$ cat config.mk
export PLATFORM = sky130hd
export DESIGN_NAME = ntt_stage_sequencer
export DESIGN_NICKNAME = d
export VERILOG_FILES = /design/src/rtl/ntt_seq_pkg.sv /design/src/rtl/ntt_stage_ctrl.sv /design/src/rtl/ntt_stage_sequencer.sv
export SDC_FILE = /design/constraint.sdc
export NUM_CORES = 1
export LEC_CHECK = 0
export ABC_AREA = 1
export CAP_MARGIN = 20
export CORE_MARGIN = 8
export CORE_UTILIZATION = 45
export DETAILED_ROUTE_END_ITERATION = 6
export PLACE_DENSITY = 0.78
export SYNTH_ARGS = -nofsm -noshare
export SYNTH_HDL_FRONTEND = slang
export SYNTH_SLANG_ARGS = --single-unit
$ cat constraint.sdc
create_clock -name clk -period 2 [get_ports clk]
set_clock_uncertainty 0.15 [all_clocks]
set_input_delay 0.5 -clock clk [delete_from_list [all_inputs] [get_ports clk]]
set_output_delay 0.5 -clock clk [all_outputs]
set_load 0.01 [all_outputs]
$ cat src/rtl/ntt_seq_pkg.sv
// Shared types and helpers for the NTT stage sequencer.
// Stage offsets, bit reversal and the modulus of the pipeline.
package ntt_seq_pkg;

    typedef enum logic [1:0] {
        IDLE,
        RUN,
        FLUSH
    } state_t;

    localparam int MODULUS = 7681;

    function automatic int stage_offset(
        input int s,
        input int n,
        input int pipe
    );
        return (n - (n >> s)) + s * pipe;
    endfunction

    function automatic logic [31:0] bitrev(
        input logic [31:0] x,
        input int          log2n
    );
        logic [31:0] r;
        r = '0;
        for (int i = 0; i < log2n; i++) begin
            r[i] = x[log2n-1-i];
        end
        return r;
    endfunction

endpackage

$ cat src/rtl/ntt_stage_ctrl.sv
// Per-stage decode of the shared frame counter into the
// fill/butterfly select and the twiddle exponent.
module ntt_stage_ctrl
    import ntt_seq_pkg::*;
#(
    parameter int S          = 0,
    parameter int N          = 16,
    parameter int LOG2N      = $clog2(N),
    parameter int STAGE_PIPE = 0
) (
    input  logic [LOG2N-1:0] cnt,
    output logic             bf,
    output logic [LOG2N-2:0] tw_exp
);

    localparam int OFF_INT = stage_offset(S, N, STAGE_PIPE) % N;
    localparam logic [LOG2N-1:0] OFFSET = LOG2N'(OFF_INT);
    localparam logic [LOG2N-1:0] TW_MASK = LOG2N'((N >> (S + 1)) - 1);
    localparam logic [LOG2N-1:0] BF_MASK = LOG2N'(1) << (LOG2N - 1 - S);

    logic [LOG2N-1:0] c;

    assign c      = cnt - OFFSET;
    assign bf     = |(c & BF_MASK);
    // Exponent never exceeds N/2-1, so the top counter bit is not needed.
    assign tw_exp = (LOG2N-1)'((c & TW_MASK) << S);

endmodule

$ cat src/rtl/ntt_stage_sequencer.sv
// Frame-counter controller for the radix-2 SDF NTT chain.
// NTT_SEQ_BITREV_EN selects bit-reversed output indexing.
module ntt_stage_sequencer
    import ntt_seq_pkg::*;
#(
    parameter int N          = 16,
    parameter int LOG2N      = $clog2(N),
    parameter int STAGE_PIPE = 0
) (
    input  logic                         clk,
    input  logic                         rst,
    input  logic                         in_valid,
    output logic                         in_ready,
    output logic                         stage_en,
    output logic [LOG2N-1:0]             stage_bf,
    output logic [LOG2N*(LOG2N-1)-1:0]   twiddle_exp,
    output logic                         out_valid,
    output logic                         out_last,
    output logic [LOG2N-1:0]             out_index,
    output logic                         busy
);

    localparam int TL = N - 1 + LOG2N * STAGE_PIPE;
    localparam logic [LOG2N-1:0] TL_MOD   = LOG2N'(TL % N);
    localparam logic [LOG2N-1:0] LAST_CNT = LOG2N'(N - 1);

    state_t           state;
    state_t           state_next;
    logic [LOG2N-1:0] cnt;
    logic [LOG2N-1:0] cnt_inc;
    logic [LOG2N-1:0] out_cnt;
    logic [TL-1:0]    tracker;
    logic             advance;
    logic             load;

    assign cnt_inc = cnt + 1'b1;
    assign load    = (state != FLUSH) & in_valid;

    always_comb begin
        state_next = state;
        in_ready   = 1'b1;
        advance    = 1'b0;
        unique case (state)
            IDLE: begin
                advance = in_valid;
                if (in_valid) state_next = RUN;
            end
            RUN: begin
                advance = in_valid;
                if (cnt == '0 && !in_valid) state_next = FLUSH;
            end
            FLUSH: begin
                in_ready = 1'b0;
                advance  = 1'b1;
                if (tracker == '0 && cnt_inc == '0) state_next = IDLE;
            end
            default: state_next = IDLE;
        endcase
        // Held reset must not strobe the stages even with in_valid high.
        advance = advance & rst;
    end

    always_ff @(posedge clk or negedge rst) begin
        if (!rst) begin
            state   <= IDLE;
            cnt     <= '0;
            tracker <= '0;
        end else begin
            state <= state_next;
            if (advance) begin
                cnt     <= cnt_inc;
                tracker <= {tracker[TL-2:0], load};
            end
        end
    end

    assign stage_en  = advance;
    assign out_valid = advance & tracker[TL-1];
    assign out_cnt   = cnt - TL_MOD;
    assign out_last  = out_valid & (out_cnt == LAST_CNT);
    assign busy      = (state != IDLE);

`ifdef NTT_SEQ_BITREV_EN
    assign out_index = out_valid ? LOG2N'(bitrev(32'(out_cnt), LOG2N)) : '0;
`else
    assign out_index = out_valid ? out_cnt : '0;
`endif

    for (genvar s = 0; s < LOG2N; s++) begin : g_stage
        ntt_stage_ctrl #(
            .S          (s),
            .N          (N),
            .LOG2N      (LOG2N),
            .STAGE_PIPE (STAGE_PIPE)
        ) u_ctrl (
            .cnt    (cnt),
            .bf     (stage_bf[s]),
            .tw_exp (twiddle_exp[s*(LOG2N-1) +: LOG2N-1])
        );
    end

endmodule

; ---- Word-level counts from Yosys, hierarchy flattened
; Index checks and enable logic that the tools add are counted.
[classes]
add_sub_neg = 5
bitwise = 4
n_mux = 7
reduce_logical = 10
n_eq_ne = 7
[op_table]
columns = cell, count
row1 = $logic_not A15 Y1, 1
row2 = $logic_not A4 Y1, 2
row3 = $ne A2 B2 Y1 const B, 4
row4 = $mux W2, 3
row5 = $pmux W2 S3, 1
row6 = $add A4 B1 Y4 const B, 1
row7 = $and A1 B1 Y1, 4
row8 = $eq A4 B4 Y1 const B, 1
row9 = $mux W4, 1
row10 = $sub A4 B4 Y4 const B, 1
row11 = $reduce_and A3 Y1, 1
row12 = $sub A3 B1 Y3 const B, 1
row13 = $eq A2 B1 Y1 const B, 1
row14 = $eq A2 B2 Y1 const B, 1
row15 = $logic_and A1 B1 Y1, 2
row16 = $logic_not A2 Y1, 1
row17 = $pmux W1 S2, 1
row18 = $reduce_bool A2 Y1, 1
row19 = $reduce_or A2 Y1, 1
row20 = $sub A2 B1 Y2 const B, 1
row21 = $logic_not A1 Y1, 1
row22 = $mux W1, 1
row23 = $sub A1 B1 Y1 const B, 1
[totals]
out_inout_bits = 25
word_cells = 36
input_bits = 3
regBits = 21

; ---- Depth between registers and ports, before layout
; Gate-level depths: netlist of run 1.
[logic_depth]
word_depth = 6
mapped_depth = 8
ltp_nobuf = 8

; ---- Modules after synthesis
; A second synthesis of run 1 with hierarchy kept.
[hier_totals]
hier_cells = 146
area_unflattened_um2 = 1164.9
[by_module_without_submodules]
columns = module, cells_per_inst, n_inst, seq_area_each_um2, area_each_um2
row1 = ntt_stage_sequencer, 127, 1, 525.5, 1033.5
row2 = ntt_stage_ctrl at g_stage[1].u_ctrl ..., 5, 3, 0.0, 33.8
row3 = ntt_stage_ctrl at g_stage[0].u_ctrl, 4, 1, 0.0, 30.0

; ---- Worst setup path after synthesis of run 1
; OpenSTA, ideal clock, no wires.
[synth_timing]
kind = reg2out
from = reg cnt[1]
to = out out_last
path_stages_with_launch = 8
path_buffers = 0
path_slack_ns = 0.146
t_required_ns = 1.350
arrival_time_ns = 1.204
path_cell_list = dfrtp_1 ha_1 xnor2_1 inv_1 nand2_2 inv_2 nand2_1 nor2_1
[synth_via]
elab_chain_cells = 3
[synth_lines]
columns = item, line
row1 = from (decl), ntt_stage_sequencer.sv:29  ; logic [LOG2N-1:0] cnt;
row2 = from (signal assigned), ntt_stage_sequencer.sv:71  ; cnt <= cnt_inc;
row3 = $sub A4 B4 Y4, ntt_stage_sequencer.sv:79  ; assign out_cnt = cnt - TL_MOD;
row4 = $eq A4 B4 Y1, ntt_stage_sequencer.sv:80  ; assign out_last = out_valid & (out_cnt == LAST_CNT);
row5 = $and A1 B1 Y1, ntt_stage_sequencer.sv:80
row6 = to (decl), ntt_stage_sequencer.sv:18  ; output logic out_last,
; Every way passes these cells.

; ---- Worst setup path after layout of run 1
[layout_timing]
from = reg cnt[0]
to = out out_last
; Same word-level chain as after synthesis.

==> results of run 1 <==
## cell usage in the layout, fill, tap and decap left out, types with 3 or more instances in the layout
cell type and count:
inv_2 4, o21ai_0 8, clkbuf_4 3, nand3_1 4, dlygate4sd2_1 13, nand2_2 4
ha_1 3, dfrtp_1 21, buf_2 6, buf_4 20, conb_1 6, nor2_1 14
nand2_1 52, inv_1 8
## flip-flops by register name, summed over array words and instances, names as in the netlist
signal and flops:
state 2, tracker 15, cnt 4
## critical path, cell delays in order, from the launching register on
cell,delay [ns]
dfrtp_1,0.42
ha_2,0.21
xnor2_2,0.14
inv_1,0.07
nand2_2,0.05
inv_2,0.05
nand2_1,0.04
nor2_1,0.08
buf_2,0.13
## power breakdown
part           leakage (uW)  internal, uW  switching (uW)  total, uW
clock             0.0000150          77.6             123        201
sequential         0.000273           606             146        752
combinational      0.000507           529             586       1110
total              0.000795          1210             855       2070
## kinds of logic after synthesis
group                    share of synthesized area
XOR/XNOR                                   0.01494
AND/OR/NAND/NOR                             0.2775
buffers and inverters                       0.1729
AO/OA/AOI/OAI                              0.04056
flip-flops                                  0.4482
adder cells (fa/ha/maj)                    0.04269
other                                     0.003199
## routing by layer
layer | up-vias | share of wire
met4 | 0 | 0.0079
met2 | 28 | 0.49
met5 | - | 0
li1 | 477 | -
met3 | 2 | 0.091
met1 | 437 | 0.41
## path summary, 6_finish.rpt
path,startpoint,end,slack [ns]
min in group clk,tracker[10],tracker[11],0.37
min,rst,tracker[5],0.24
min reg2reg,tracker[10],tracker[11],0.37
max,cnt[0],out_last,-0.12
max in group asynchronous,rst,cnt[1],1.24
max reg2reg,cnt[2],state[1],0.59
## cells in the mapped netlist, drive strengths merged
cell and number:
dfrtp 21, nand3 5, xor2 1, buf 19, o21ai 8, o21bai 1
conb 1, ha 4, inv 12, nand4 1, nor2 15, nand2 56
xnor2 1
## area by class of cell
type	count	share of cell area
clock buffer	4	0.01858
tap	30	0.02655
sequential	21	0.3717
inverter	12	0.03186
multi-input combinational	98	0.3363
timing repair buffer	40	0.2150
## stage by stage
step           hold slack, ns  instance area (um^2)    util  TNS, ns
2_1_floorplan         0.05441                  1191       -        0
3_3_place_gp           0.3260                  1386  0.5596   -4.386
3_5_place_dp           0.3362                  1386  0.5596   -4.493
4_1_cts                0.2365                  1408  0.5682  -0.3010
5_1_grt                0.2468                  1414  0.5707  -0.8085
6_report               0.2354                  1414  0.5707  -0.3242
## repair_timing
action,in CTS,in global routing
pin swaps,3,1
gates resized for setup,42,4
hold buffers,0,0
setup buffers,4,1
setup endpoints to repair,18,7
==> out/qor.yml, run 1 <==
placement_rows: 18
crit_path_end_kind: "primary output"
yosys.area.top_type: "dfrtp_1"
first_pass_iters: 4
final-setup-viol-count: 5
globalRouteOverflowTotal: 0
cts_root_buffer: "clkbuf_4"
worst_hold_path_type: "in2async"
drv_slew: 0
violations: "negative setup slack"
grtUsageMet3: 0.03188
area_of_the_core_um2: 2477
drt_first_iter_violations: 57
track_usage: 0.1138
grt_pass1_wl_um: 4002
critPathRequiredTime_ns: 1.35
critical_path_fanout_max: 3
total_power_uw: 2067
post_synth.cell_area_avg_um2: 8.085
numCtsBuffers: 3
period_minus_slack_ns: 2.120
first_global_vias: 929
crit_path_start_kind: "register"
multi_input_area_um2: 475.5
post_synth_num_cell_types: 19
final_layout_size_suffix_gt1_frac: 0.2343
max_freq_mhz: 471.7
cts.sink_count: 21
cellLeakagePower_uw: 0.0007955
drt.antenna.violating_nets: 0
fin_worst_setup_slack_ns: -0.1200
final_min_period_over_clock_period: 1.060
pin_count_of_the_biggest_net_entering_global_routing: 23
port-buffer-count: 21
dp_worst_setup_slack_ns: -0.7530
postSynthCellCount: 145
yosys-top-cells-area: "dfrtp_1 45%, nand2_1 17%, buf_4 10%, nor2_1 4.5%, ha_1 4.3%"
timing.final.hold_violations: 0
dp.final_hpwl_um: 1808
htreeDepth: 1
placer_s_final_routability_congestion_estimate: 0.7635
route.detailed.drc: 0
diodes: 0
chipWidth_um: 67.04
top_level_pins: 28
clk_pin_slew_worst_paths_ns: 0.11
initial_cell_density_of_the_core: 0.4732
status: "finished with violations"
antenna_found_initial: 0
placed_cell_count: 196
power_density_nw_per_um2: 1462
timing.reg2reg.worst_path_depth: 8
synth_top_area_frac: 0.4482
design.die.area_um2: 4494
cts_tree: "built"
post_synth_instance_area_um2: 1172
die_height_um: 67.04
worstSetupPathType: "reg2out"
finish.cell_count_without_fillers: 205
fillCellCount: 248
sequential_cell_area_um2: 525.5
drt-total-wl_um: 2398
via_per_inst: 4.605
vdd_ir_drop_max_v: 0.0008433
rsz_0062_raised_after_global_routing: "yes"
num-nets-final: 183
ys_seq_area_frac: 0.4482
detail_route.wl_per_cell_um: 11.70
ys.warnings.count: 0
met1_usage: 0.1234
areaGrowthSynthToFinish_pct: 20.60
grt_use_met2: 0.2019
vias: 944
insertion_delay_ns: 0.30
ctsLongestPathBuffers: 2
synth-seq-cells: 21
grt.busiest_layer: "met2"
timing.max_cap.violations: 0
critical_path_arrival_ns: 1.47
Power figures use the tool's default switching activity.
==> run 2, diff against run 1 <==
Settings changed: MAX_ROUTING_LAYER from default to met4.
==> out/qor.yml, run 2 (synthesis results as in run 1) <==
timing.reg2reg.worst_path_depth: 8  # unchanged
period_minus_slack_ns: 2.120  # -0.00001400 ns
placement_rows: 18  # unchanged
pin_count_of_the_biggest_net_entering_global_routing: 23  # unchanged
crit_path_start_kind: "register"
drt-total-wl_um: 2396  # about the same
htreeDepth: 1  # unchanged
cellLeakagePower_uw: 0.0007955  # unchanged
clk_pin_slew_worst_paths_ns: 0.11  # about the same
critical_path_fanout_max: 3  # unchanged
critical_path.reg2reg.startpoint: "cnt[2]"
drv_slew: 0  # unchanged
max_freq_mhz: 471.7  # about the same
registers.top_by_ff_count: "tracker"
final_common_cell: "nand2_1"
multi_input_area_um2: 475.5  # unchanged
final_layout_size_suffix_gt1_frac: 0.2343  # unchanged
route.detailed.drc: 0  # unchanged
final_cell_mix: "52 x nand2_1, 21 x dfrtp_1, 20 x buf_4"
totalNegativeSetupSlack_ns: -0.3240  # +0.0001790 ns
worstSetupPathType: "reg2out"
first_global_vias: 929  # unchanged
timing.final.hold_violations: 0  # unchanged
ctsLongestPathBuffers: 2  # unchanged
die_height_um: 67.04  # unchanged
fin_worst_setup_slack_ns: -0.1200  # +0.00001400 ns
ff2ff_setup_slack_ns: 0.59  # about the same
fillCellCount: 248  # unchanged
first_pass_iters: 4  # unchanged
diodes: 0  # unchanged
critPathRequiredTime_ns: 1.35  # about the same
areaGrowthSynthToFinish_pct: 20.60  # unchanged
num-nets-final: 183  # unchanged
grt_pass1_wl_um: 4008  # +0.15%
numCtsBuffers: 3  # unchanged
timing.max_cap.violations: 0  # unchanged
worst_hold_path_type: "in2async"
status: "finished with violations"
area_of_the_core_um2: 2477  # unchanged
largestRegisters: "tracker x15, cnt x4, state x2"
place_area_um2: 1386  # unchanged
crit_path_end_kind: "primary output"
rsz_0062_raised_after_global_routing: "yes"
insertion_delay_ns: 0.30  # about the same
placer_s_final_routability_congestion_estimate: 0.7736  # +1.3%
antenna_found_initial: 0  # unchanged
power_density_nw_per_um2: 1462  # about the same
drt_first_iter_violations: 57  # unchanged
number_of_flip_flops_under_the_largest_register_name: 15  # unchanged
violations: "negative setup slack"
critical_path_arrival_ns: 1.47  # about the same
utilization: 0.5707  # unchanged
fin_area_um2: 1414  # unchanged
dp.final_hpwl_um: 1808  # unchanged
vdd_ir_drop_max_v: 0.0008434  # about the same
port-buffer-count: 21  # unchanged
detail_route.wl_per_cell_um: 11.69  # about the same
chipWidth_um: 67.04  # unchanged
sequential_cell_area_um2: 525.5  # unchanged
top_level_pins: 28  # unchanged
dp_worst_setup_slack_ns: -0.7530  # unchanged
initial_cell_density_of_the_core: 0.4732  # unchanged
cts_tree: "built"
track_usage: 0.1170  # +0.003226
vias: 945  # +0.11%
final_min_period_over_clock_period: 1.060  # about the same
cts_root_buffer: "clkbuf_4"
cts.sink_count: 21  # unchanged
globalRouteOverflowTotal: 0  # unchanged
via_per_inst: 4.610  # +0.11%
final-setup-viol-count: 5  # unchanged
drt.antenna.violating_nets: 0  # unchanged
design.die.area_um2: 4494  # unchanged
reg2reg_to: "state[1]"
[run 2: cell counts in the layout (fill, tap and decap cells not counted)]
No cell type changed its count.
[run 2: final cells by class]
| type | instances | share of cell area |
|---|---|---|
| Sequential cell | 21 | 0.3717 |
| Multi-Input combinational cell | 98 | 0.3363 |
| Timing Repair Buffer | 40 | 0.2150 |
| Inverter | 12 | 0.03186 |
| Tap cell | 30 | 0.02655 |
| Clock buffer | 4 | 0.01858 |
[run 2: worst max path at each step]
stage | cells past startpoint | from | end
global placement | 10 | in_valid | out_last
CTS | 8 | cnt[0] | out_last
finish | 8 | cnt[0] | out_last
global route | 8 | cnt[0] | out_last
detailed placement | 10 | in_valid | out_last
floorplan | 7 | cnt[1] | out_last
[run 2: critical path: stages, from the launching register on]
cell and delay (ns):
dfrtp_1 0.42, ha_2 0.21, xnor2_2 0.14, inv_1 0.07
nand2_2 0.05, inv_2 0.05, nand2_1 0.04, nor2_1 0.08
buf_2 0.13
[run 2: repair_timing]
action	CTS	global route
hold buffers	0	0
endpoints found under the hold margin	0	0
setup endpoints to repair	18	7
pin swaps	3	1
setup buffers	4	1
gates resized for setup	42	4
[run 2: metal layers]
metal	vias to the layer above	global-route usage	share of wire
met3	2	0.02852	0.085
met4	0	0.04700	0.0079
met1	438	0.1254	0.42
met5	-	-	0
li1	477	-	-
met2	28	0.2019	0.49
[run 2: per-stage QoR]
stage / hold slack, ns / cells / power, uW
after floorplan: 0.05441 / 150 / 1489
after global placement: 0.3260 / 196 / 1868
after detailed placement: 0.3362 / 196 / 1909
after CTS: 0.2365 / 204 / 2086
after global routing: 0.2468 / 205 / 2277
final: 0.2355 / 205 / 2068
[run 2: report_power, final]
part	switching, uW	leakage, uW	internal, uW
Sequential	147	0.000273	606
Clock	123	0.0000150	77.6
Combinational	586	0.000507	529
